## src/rtl/noc_stream_if.sv

```systemverilog
// NAP-style data-stream bundle: one beat of data/addr plus packet delimiters,
// moved on a valid/ready handshake.
interface noc_stream_if #(
  parameter int DATA_W = 256,
  parameter int ADDR_W = 4
);
  logic              valid;
  logic              ready;
  logic [DATA_W-1:0] data;
  logic [ADDR_W-1:0] addr;
  logic              sop;
  logic              eop;

  // Source side drives the beat, sink side answers with ready.
  modport master (output valid, data, addr, sop, eop, input ready);
  modport slave  (input valid, data, addr, sop, eop, output ready);
endinterface

```

## src/rtl/noc_stream_loopback.sv

```systemverilog
// Data-stream loopback/sink: buffers rx beats in a FIFO, then either replays
// each packet on tx (honouring tx.ready) or discards it, chosen per packet
// from drop_mode. Mirrors a byte of the last accepted beat on the LEDs and
// keeps wrap-around packet/drop counters for bring-up debug.
module noc_stream_loopback #(
  parameter int DATA_W         = 256,
  parameter int ADDR_W         = 4,
  parameter int FIFO_DEPTH     = 8,
  parameter int LED_W          = 8,
  parameter int LED_LSB        = 24,
  parameter bit LED_ACTIVE_LOW = 1'b1
) (
  input  logic             clk,
  input  logic             resetn,
  input  logic             drop_mode,
  noc_stream_if.slave      rx,
  noc_stream_if.master     tx,
  output logic [LED_W-1:0] leds,
  output logic [31:0]      pkt_count,
  output logic [31:0]      drop_count
);

  localparam int PTR_W = (FIFO_DEPTH > 1) ? $clog2(FIFO_DEPTH) : 1;
  localparam int CNT_W = $clog2(FIFO_DEPTH + 1);
  localparam int ENT_W = DATA_W + ADDR_W + 2;

  // Beat storage; entry layout is {data, addr, sop, eop}.
  logic [ENT_W-1:0] mem [FIFO_DEPTH];

  logic [PTR_W-1:0] wr_ptr_reg, wr_ptr_next;
  logic [PTR_W-1:0] rd_ptr_reg, rd_ptr_next;
  logic [CNT_W-1:0] count_reg, count_next, count_after_pop;
  logic             rx_ready_reg, rx_ready_next;

  // Head stage: the oldest buffered beat, registered out of the array.
  // head_drop_reg is the packet mode that beat belongs to; mode_valid_reg
  // says a packet mode is currently latched (cleared when its eop pops).
  logic              head_valid_reg, head_valid_next;
  logic              head_drop_reg, head_drop_next;
  logic              mode_valid_reg, mode_valid_next;
  logic              tx_valid_reg, tx_valid_next;
  logic [DATA_W-1:0] tx_data_reg, tx_data_next;
  logic [ADDR_W-1:0] tx_addr_reg, tx_addr_next;
  logic              tx_sop_reg, tx_sop_next;
  logic              tx_eop_reg, tx_eop_next;

  logic [LED_W-1:0]  led_field_reg, led_field_next;
  logic [31:0]       pkt_count_reg, pkt_count_next;
  logic [31:0]       drop_count_reg, drop_count_next;

  logic              push_en, loop_pop, drop_pop, pop_en;
  logic              load_en, keep_mode, load_drop;
  logic [ENT_W-1:0]  rd_entry;
  logic [DATA_W-1:0] rd_data;
  logic [ADDR_W-1:0] rd_addr;
  logic              rd_sop, rd_eop;

  // Handshakes, pointer/occupancy bookkeeping and the registered rx_ready.
  always_comb begin
    push_en         = rx.valid & rx_ready_reg;
    drop_pop        = head_valid_reg & head_drop_reg;
    loop_pop        = tx_valid_reg & tx.ready;
    pop_en          = drop_pop | loop_pop;
    count_after_pop = count_reg - CNT_W'(pop_en);
    count_next      = count_after_pop + CNT_W'(push_en);
    wr_ptr_next     = push_en ? wr_ptr_reg + PTR_W'(1) : wr_ptr_reg;
    rd_ptr_next     = pop_en  ? rd_ptr_reg + PTR_W'(1) : rd_ptr_reg;
    rx_ready_next   = (count_next < CNT_W'(FIFO_DEPTH));
  end

  // Head refill and packet-mode latching. A new head is only taken from
  // entries already in the array before this edge, so a beat pushed into an
  // empty FIFO needs one extra cycle to reach the head (no bypass path).
  always_comb begin
    rd_entry                         = mem[rd_ptr_next];
    {rd_data, rd_addr, rd_sop, rd_eop} = rd_entry;
    // The latched mode survives this edge unless its eop beat is leaving.
    keep_mode       = mode_valid_reg & ~(pop_en & tx_eop_reg);
    load_en         = (count_after_pop != '0) & (~head_valid_reg | pop_en);
    // sop always re-samples drop_mode; a headless beat with no latched mode
    // (malformed stream) also takes the live drop_mode.
    load_drop       = (keep_mode & ~rd_sop) ? head_drop_reg : drop_mode;
    head_valid_next = (count_after_pop != '0);
    head_drop_next  = head_drop_reg;
    mode_valid_next = mode_valid_reg;
    tx_data_next    = tx_data_reg;
    tx_addr_next    = tx_addr_reg;
    tx_sop_next     = tx_sop_reg;
    tx_eop_next     = tx_eop_reg;
    if (load_en) begin
      head_drop_next  = load_drop;
      mode_valid_next = 1'b1;
      tx_data_next    = rd_data;
      tx_addr_next    = rd_addr;
      tx_sop_next     = rd_sop;
      tx_eop_next     = rd_eop;
    end else if (pop_en & tx_eop_reg) begin
      mode_valid_next = 1'b0;
    end
    tx_valid_next = head_valid_next & ~head_drop_next;
  end

  // LED capture and debug counters.
  always_comb begin
    led_field_next  = led_field_reg;
    pkt_count_next  = pkt_count_reg;
    drop_count_next = drop_count_reg;
    if (push_en) begin
      led_field_next = rx.data[LED_LSB +: LED_W];
      if (rx.eop) begin
        pkt_count_next = pkt_count_reg + 32'd1;
      end
    end
    if (drop_pop & tx_eop_reg) begin
      drop_count_next = drop_count_reg + 32'd1;
    end
  end

  // Array write port; contents need no reset because occupancy gates reads.
  always_ff @(posedge clk) begin
    if (push_en) begin
      mem[wr_ptr_reg] <= {rx.data, rx.addr, rx.sop, rx.eop};
    end
  end

  // State registers; reset discards everything buffered or in flight.
  always_ff @(posedge clk) begin
    if (!resetn) begin
      wr_ptr_reg     <= '0;
      rd_ptr_reg     <= '0;
      count_reg      <= '0;
      rx_ready_reg   <= 1'b0;
      head_valid_reg <= 1'b0;
      head_drop_reg  <= 1'b0;
      mode_valid_reg <= 1'b0;
      tx_valid_reg   <= 1'b0;
      tx_data_reg    <= '0;
      tx_addr_reg    <= '0;
      tx_sop_reg     <= 1'b0;
      tx_eop_reg     <= 1'b0;
      led_field_reg  <= '0;
      pkt_count_reg  <= '0;
      drop_count_reg <= '0;
    end else begin
      wr_ptr_reg     <= wr_ptr_next;
      rd_ptr_reg     <= rd_ptr_next;
      count_reg      <= count_next;
      rx_ready_reg   <= rx_ready_next;
      head_valid_reg <= head_valid_next;
      head_drop_reg  <= head_drop_next;
      mode_valid_reg <= mode_valid_next;
      tx_valid_reg   <= tx_valid_next;
      tx_data_reg    <= tx_data_next;
      tx_addr_reg    <= tx_addr_next;
      tx_sop_reg     <= tx_sop_next;
      tx_eop_reg     <= tx_eop_next;
      led_field_reg  <= led_field_next;
      pkt_count_reg  <= pkt_count_next;
      drop_count_reg <= drop_count_next;
    end
  end

  assign rx.ready   = rx_ready_reg;
  assign tx.valid   = tx_valid_reg;
  assign tx.data    = tx_data_reg;
  assign tx.addr    = tx_addr_reg;
  assign tx.sop     = tx_sop_reg;
  assign tx.eop     = tx_eop_reg;
  assign pkt_count  = pkt_count_reg;
  assign drop_count = drop_count_reg;

  // Per-bit LED drive with optional inversion for active-low boards.
  genvar gi;
  generate
    for (gi = 0; gi < LED_W; gi++) begin : g_led
      assign leds[gi] = LED_ACTIVE_LOW ? ~led_field_reg[gi] : led_field_reg[gi];
    end
  endgenerate

endmodule
```

## src/flat_wrapper.sv

```systemverilog
// flat-port wrapper written by rule: the top's interface ports become plain ports
module noc_stream_loopback_flat 
#(
  parameter int DATA_W         = 256,
  parameter int ADDR_W         = 4,
  parameter int FIFO_DEPTH     = 8,
  parameter int LED_W          = 8,
  parameter int LED_LSB        = 24,
  parameter bit LED_ACTIVE_LOW = 1'b1
)
  (clk, resetn, drop_mode, leds, pkt_count, drop_count, rx_valid, rx_data, rx_addr, rx_sop, rx_eop, rx_ready, tx_valid, tx_data, tx_addr, tx_sop, tx_eop, tx_ready);
  noc_stream_if #(.DATA_W(DATA_W), .ADDR_W(ADDR_W)) rx_i ();
  noc_stream_if #(.DATA_W(DATA_W), .ADDR_W(ADDR_W)) tx_i ();
  input  logic clk;
  input  logic resetn;
  input  logic drop_mode;
  output logic [LED_W-1:0] leds;
  output logic [31:0] pkt_count;
  output logic [31:0] drop_count;
  input wire logic [$bits(rx_i.valid)-1:0] rx_valid;
  input wire logic [$bits(rx_i.data)-1:0] rx_data;
  input wire logic [$bits(rx_i.addr)-1:0] rx_addr;
  input wire logic [$bits(rx_i.sop)-1:0] rx_sop;
  input wire logic [$bits(rx_i.eop)-1:0] rx_eop;
  output wire logic [$bits(rx_i.ready)-1:0] rx_ready;
  output wire logic [$bits(tx_i.valid)-1:0] tx_valid;
  output wire logic [$bits(tx_i.data)-1:0] tx_data;
  output wire logic [$bits(tx_i.addr)-1:0] tx_addr;
  output wire logic [$bits(tx_i.sop)-1:0] tx_sop;
  output wire logic [$bits(tx_i.eop)-1:0] tx_eop;
  input wire logic [$bits(tx_i.ready)-1:0] tx_ready;
  assign rx_i.valid = rx_valid;
  assign rx_i.data = rx_data;
  assign rx_i.addr = rx_addr;
  assign rx_i.sop = rx_sop;
  assign rx_i.eop = rx_eop;
  assign rx_ready = rx_i.ready;
  assign tx_valid = tx_i.valid;
  assign tx_data = tx_i.data;
  assign tx_addr = tx_i.addr;
  assign tx_sop = tx_i.sop;
  assign tx_eop = tx_i.eop;
  assign tx_i.ready = tx_ready;
  noc_stream_loopback #(.DATA_W(DATA_W), .ADDR_W(ADDR_W), .FIFO_DEPTH(FIFO_DEPTH), .LED_W(LED_W), .LED_LSB(LED_LSB), .LED_ACTIVE_LOW(LED_ACTIVE_LOW)) u_core (.clk(clk), .resetn(resetn), .drop_mode(drop_mode), .rx(rx_i), .tx(tx_i), .leds(leds), .pkt_count(pkt_count), .drop_count(drop_count));
endmodule
```

## config.mk

```make
export PLATFORM = sky130hd
export DESIGN_NAME = noc_stream_loopback_flat
export DESIGN_NICKNAME = d
export VERILOG_FILES = /design/src/rtl/noc_stream_if.sv /design/src/rtl/noc_stream_loopback.sv /design/src/flat_wrapper.sv
export SDC_FILE = /design/constraint.sdc
export NUM_CORES = 2
export LEC_CHECK = 0
export CAP_MARGIN = 20
export CORE_MARGIN = 1
export CORE_UTILIZATION = 45
export CTS_CLUSTER_SIZE = 28
export DETAILED_ROUTE_END_ITERATION = 16
export PLACE_DENSITY = 0.66
export SLEW_MARGIN = 20
export SYNTH_ARGS = -nofsm -noshare
export SYNTH_HDL_FRONTEND = slang
export SYNTH_SLANG_ARGS = --single-unit
```

## constraint.sdc

```tcl
create_clock -name clk -period 32.2 [get_ports clk]
set_input_delay 4.83 -clock clk [delete_from_list [all_inputs] [get_ports clk]]
set_output_delay 4.83 -clock clk [all_outputs]
set_load 0.05 [all_outputs]
```

[After elaboration in Yosys (flattened, before gate mapping)]
Memory sizes are Yosys's and may differ from the RTL's.
Cells that the tools add are included.
Word-level totals
  register bits: 349
  RAM bits: 2096
  output and inout bits: 336
  word-level logic and storage cells: 56
  memories kept: 1
Memories
  u_core.mem: depth 8, bits a word 262, rd ports 1, clocked after memory_dff 0, write ports 1, RTL line noc_stream_loopback.sv:28  | logic [ENT_W-1:0] mem [FIFO_DEPTH];
Cells by class
  $add $sub $neg: 6
  $lt $le $gt $ge: 1
  muxes and demuxes: 7
  bitwise operators: 23
  reductions and logical operators: 3
Operators with widths (number)
  $add 32x1->32 const B: 2
  $not 1->1: 12
  $and 1x1->1: 9
  $add 3x1->3 const B: 2
  $mux 1: 6
  $add 4x1->4: 1
  $lt 4x4->1 const B: 1
  $reduce_bool 4->1: 1
  $sub 4x1->4: 1
  $mux 3: 1
  $or 1x1->1: 2
  $reduce_and 2->1: 1
  $reduce_bool 2->1: 1

[Depth between registers and ports, before layout]
  depth after elaboration: 10
  gate-level depth with buffers: 12
  mapped depth without buffers: 10

[Least setup slack after synthesis]
No wires, ideal clock.
  kind: input port to flip-flop
  from: in rx_valid
  to: mem u_core.mem[0][0] (netlist bit), enable pin
  arrival: 29760 ps
  data required time: 30674 ps
  setup slack: 914 ps
  cell stages on the path: 3
  cell sequence: nand2_1 clkbuf_1 nor4_1
On the way
  cells in the longest elaborated chain, start to end: 3
Ends and longest elaborated chain
  from (decl): RTL line flat_wrapper.sv:20  | input wire logic [$bits(rx_i.valid)-1:0] rx_valid;
  $and 1x1->1: RTL line noc_stream_loopback.sv:60  | push_en = rx.valid & rx_ready_reg;
  $mux 1: RTL line noc_stream_loopback.sv:121  | if (push_en) begin
  $mux 1 (not written as such): RTL line noc_stream_loopback.sv:122  | mem[wr_ptr_reg] <= {rx.data, rx.addr, rx.sop, rx.eop};
  to (decl): RTL line noc_stream_loopback.sv:28
No other way between the ends.

[Worst setup path after layout]
  from: in tx_ready
  to: reg u_core.tx_data_reg[104], in the netlist u_core.tx.data[104]
On the way
  cells in the longest elaborated chain, start to end: 5
  elaborated cells on any way between the ends: 8
  those cells by class: add/sub (1); mux (1); bitwise (4); reduce/logical (1); memory (1)
Ends and longest elaborated chain
  from (decl): RTL line flat_wrapper.sv:31  | input wire logic [$bits(tx_i.ready)-1:0] tx_ready;
  $and 1x1->1 *: RTL line noc_stream_loopback.sv:62  | loop_pop = tx_valid_reg & tx.ready;
  $or 1x1->1 *: RTL line noc_stream_loopback.sv:63  | pop_en = drop_pop | loop_pop;
  $sub 4x1->4: RTL line noc_stream_loopback.sv:64  | count_after_pop = count_reg - CNT_W'(pop_en);
  $reduce_bool 4->1: RTL line noc_stream_loopback.sv:79  | load_en = (count_after_pop != '0) & (~head_valid_reg | pop_en);
  $and 1x1->1: RTL line noc_stream_loopback.sv:79
  to (signal assigned): RTL line noc_stream_loopback.sv:153  | tx_data_reg <= tx_data_next;
  to (decl): RTL line noc_stream_loopback.sv:42  | logic [DATA_W-1:0] tx_data_reg, tx_data_next;
Mark *: on every way between the ends. The rest lies on a longest branch, timed or not.
A chain may end at the register's enable or synchronous reset.

==> flow_metrics.py <==
metrics = {
    "pwr": {
        "power_after_layout_mw": 9.55,
        "vdd_drop_max_mv": 0.131,
        "power-per-cell-area_nw_per_um2": 87.5,
        "p_leak_nw": 34.7,
    },
    "detailed_routing": {
        "route.vias.total": 54500,
        "route.detailed.drc": 0,
        "ant_nets": 0,
        "postRouteWirelength_um": 246000,
        "drt-pass1-iter-count": 6,
        "via_per_inst": 6.02,
        "detail_route.wl_per_cell_um": 27.2,
        "drtIter0Drc": 4665,
    },
    "cells_and_area": {
        "final_cell_mix": "edfxtp_1 (2096), clkdlybuf4s50_1 (601), mux2i_1 (398)",
        "max_flop_register": "u_core.mem",
        "layout.cells.most_common": "edfxtp_1",
        "final_core_occ_pct": 53.7,
        "layout_filler_cell_count": 16000,
        "design.final.nets": 6401,
        "post_route_cells_drive_above_1_share_pct": 11.0,
        "design_area_um2": 109000,
        "final-instance-count-excl-fill": 9047,
        "flip_flop_count_of_the_largest_register_after_layout": 2096,
        "areaGrowthSynthToFinish_pct": 18.2,
    },
    "logic_synthesis": {
        "post_synthesis_instance_total": 5644,
        "syn_nets": 5919,
        "ys_ff_latch": 2445,
        "ys.flop_type": "edfxtp_1",
        "post_synth_instance_area_um2": 92200,
        "synth-async-reset-ratio_pct": 0,
        "syn_avg_cell_area_um2": 16.3,
        "ys_types": 67,
        "synth_top_cell_area_share_pct": 68.2,
        "netlist_top_cells_area": "edfxtp_1 (68%), dfxtp_1 (7.6%), mux2i_1 (4.3%), a31oi_1 (2.6%), and4_1 (2.3%)",
        "yosys_warnings": 0,
        "synth_seq_area_share_pct": 75.8,
        "synth_edf_count": 2096,
        "synth_area_leader_cell": "edfxtp_1",
    },
    "placement": {
        "placed_cells_incl_taps": 8556,
        "place.gp.congestion": 0.799,
        "dpl_cell_area_um2": 101000,
        "preCtsSetupSlack_ns": 22.31,
        "buffer_ports.inserted": 602,
        "place_hpwl_um": 127000,
    },
    "sta": {
        "worst_slack_ns": 23.08,
        "tightest_slew_ns": 1.25,
        "drv_slew": 0,
        "fmax_mhz": 110,
        "skew_ns": 0.0812,
        "final_cycle_utilization_of_the_critical_path_pct": 28.3,
        "hold_violations": 0,
        "finalWorstPathRequiredPeriod_ns": 9.12,
        "worst_slew_margin_rel_pct": 16.8,
        "setup_violations": 0,
        "unrepaired_setup_endpoints_after_global_routing": "false",
        "finalSetupTns_ns": 0,
        "hold_ws_ns": 0.463,
    },
    "run_status": {
        "status": "finished, final reports clean",
    },
    "min_path": {
        "worst_hold_path.endpoint": "u_core.led_field_reg[7]$_SDFFE_PN0P_",
        "min_delay_path_depth": 2,
        "worstHoldStart": "u_core.led_field_reg[7]$_SDFFE_PN0P_",
        "holdCritPathClass": "flop to flop",
    },
    "clock_tree": {
        "cts_tree": "built",
        "cts_root_buf": "clkbuf_16",
        "cts.sink_count": 2445,
        "clk_pin_slew_worst_paths_ns": 0.06,
        "tritoncts.num_buffers": 240,
        "insertion_delay_of_the_later_clocked_pin_in_the_worst_skew_pair_ns": 0.92,
        "ctsHoldBuffers": 0,
        "ctsHtreeMaxLevel": 4,
        "clock_path_buffers": 3,
        "cts_setup_buffers": 0,
        "post_cts_resize_count": 0,
    },
    "grt": {
        "grt_start_max_net_pins": 184,
        "global_route.overflow_total": 0,
        "antenna_found_initial": 63,
        "grtUsageTotal_pct": 23.2,
        "vias_in_the_first_global_route": 53500,
        "wire_length_of_the_first_global_routing_pass_um": 357000,
    },
    "critical_path": {
        "cp_num_buf_inv": 4,
        "endpoint_kind": "flop",
        "crit_path_kind": "input port to flop",
        "regToRegSetupSlack_ns": 26.87,
        "cp_top_family": "buffers and inverters",
        "crit_required_ns": 32.95,
        "cp_common_cell": "ha_1",
        "cp_data_arrival_time_ns": 9.87,
        "reg2regPathDepth": 12,
        "cp-start-kind": "input port",
        "r2r-end": "u_core.tx.data[65]$_SDFFE_PN0P_",
        "timing.critical_path.slowest_cell_delay_ns": 0.91,
        "cp_num_cells": 12,
        "reg2reg_from": "u_core.rd_ptr_reg[0]$_SDFF_PN0_",
        "path_max_fanout": 159,
        "crit_chain": "clkdlybuf4s50_1 -> a22oi_4 -> inv_2 -> ha_1 -> ha_1 -> xnor2_1 -> nand3_1 -> o21a_4 -> buf_12 -> buf_4 -> o21ai_0 -> o221a_2",
        "timing.critical_path.slowest_stage_cell": "buf_4",
    },
    "die": {
        "chipHeight_um": 455,
        "die_area_um2": 207000,
        "design.core.area_um2": 203000,
        "die-width_um": 455,
        "floorplan.initialDensity_pct": 45.5,
        "design.portCount": 603,
        "rows": 165,
    },
    "job": {
        "max-cap-violations": 0,
    },
}
## cell type report
class | count | area (um^2) | share of cell area [%]
repair buffers | 697 | 6910 | 6.33
multi-input cells | 2715 | 20400 | 18.7
clock inverters | 123 | 1650 | 1.51
well taps | 2672 | 3340 | 3.07
flip-flops and latches | 2445 | 69900 | 64.1
clock buffers | 334 | 6640 | 6.09
diodes | 34 | 85.1 | 0.0780
inverters | 27 | 101 | 0.0929
## Yosys cell counts, types with 27 or more instances
library cell,count
a21oi_1,396
buf_4,30
clkbuf_1,318
dfxtp_1,349
mux2_2,95
edfxtp_1,2096
and4_1,247
o221a_2,82
xnor2_1,27
nand2_1,81
o221a_1,37
o21ai_0,273
xor2_1,33
nor2_1,80
o22ai_1,120
mux2i_1,398
buf_2,92
a32oi_1,103
o221ai_1,34
a22oi_1,119
a31oi_1,379
## cells by family after synthesis
family	count (synthesis)	share of synthesized area [%]
flops	2445	75.8
compound gates	1599	11.3
mux	528	6.21
simple gates	519	3.72
buf+inv	484	2.26
xor+xnor	61	0.600
fa+ha+maj	8	0.109
## worst max-delay path by stage
stage                                       endpoint      from
floorplan                 u_core.mem[0][0]$_DFFE_PP_  rx_valid
global placement    u_core.tx.data[169]$_SDFFE_PN0P_  tx_ready
detailed placement   u_core.tx.data[86]$_SDFFE_PN0P_  tx_ready
CTS                 u_core.tx.data[104]$_SDFFE_PN0P_  tx_ready
global route        u_core.tx.data[104]$_SDFFE_PN0P_  tx_ready
finish              u_core.tx.data[104]$_SDFFE_PN0P_  tx_ready
## power breakdown
group / switching [mW] / leakage [nW] / internal, mW
sequential: 0.124 / 21.8 / 3.69
combinational: 1.91 / 8.90 / 0.936
clock: 1.22 / 3.99 / 1.67
total: 3.25 / 34.7 / 6.29
## routing by layer
| metal | up-vias | part of all wire (%) | GRT usage (%) |
|---|---|---|---|
| met3 | 450 | 6.8 | 4.65 |
| met4 | 58 | 3.3 | 8.95 |
| li1 | 24000 | - | - |
| met5 | - | 0.16 | 0 |
| met2 | 1929 | 49 | 38.2 |
| met1 | 28000 | 41 | 30.3 |
## tightest hold or removal path: cells and delay by family (launching register included)
kind | cells | cell delay [ns]
compound gates | 1 | 0.05
simple gates | 1 | 0.05
flops | 1 | 0.31
Note: power is estimated with default switching activity, not from simulation.
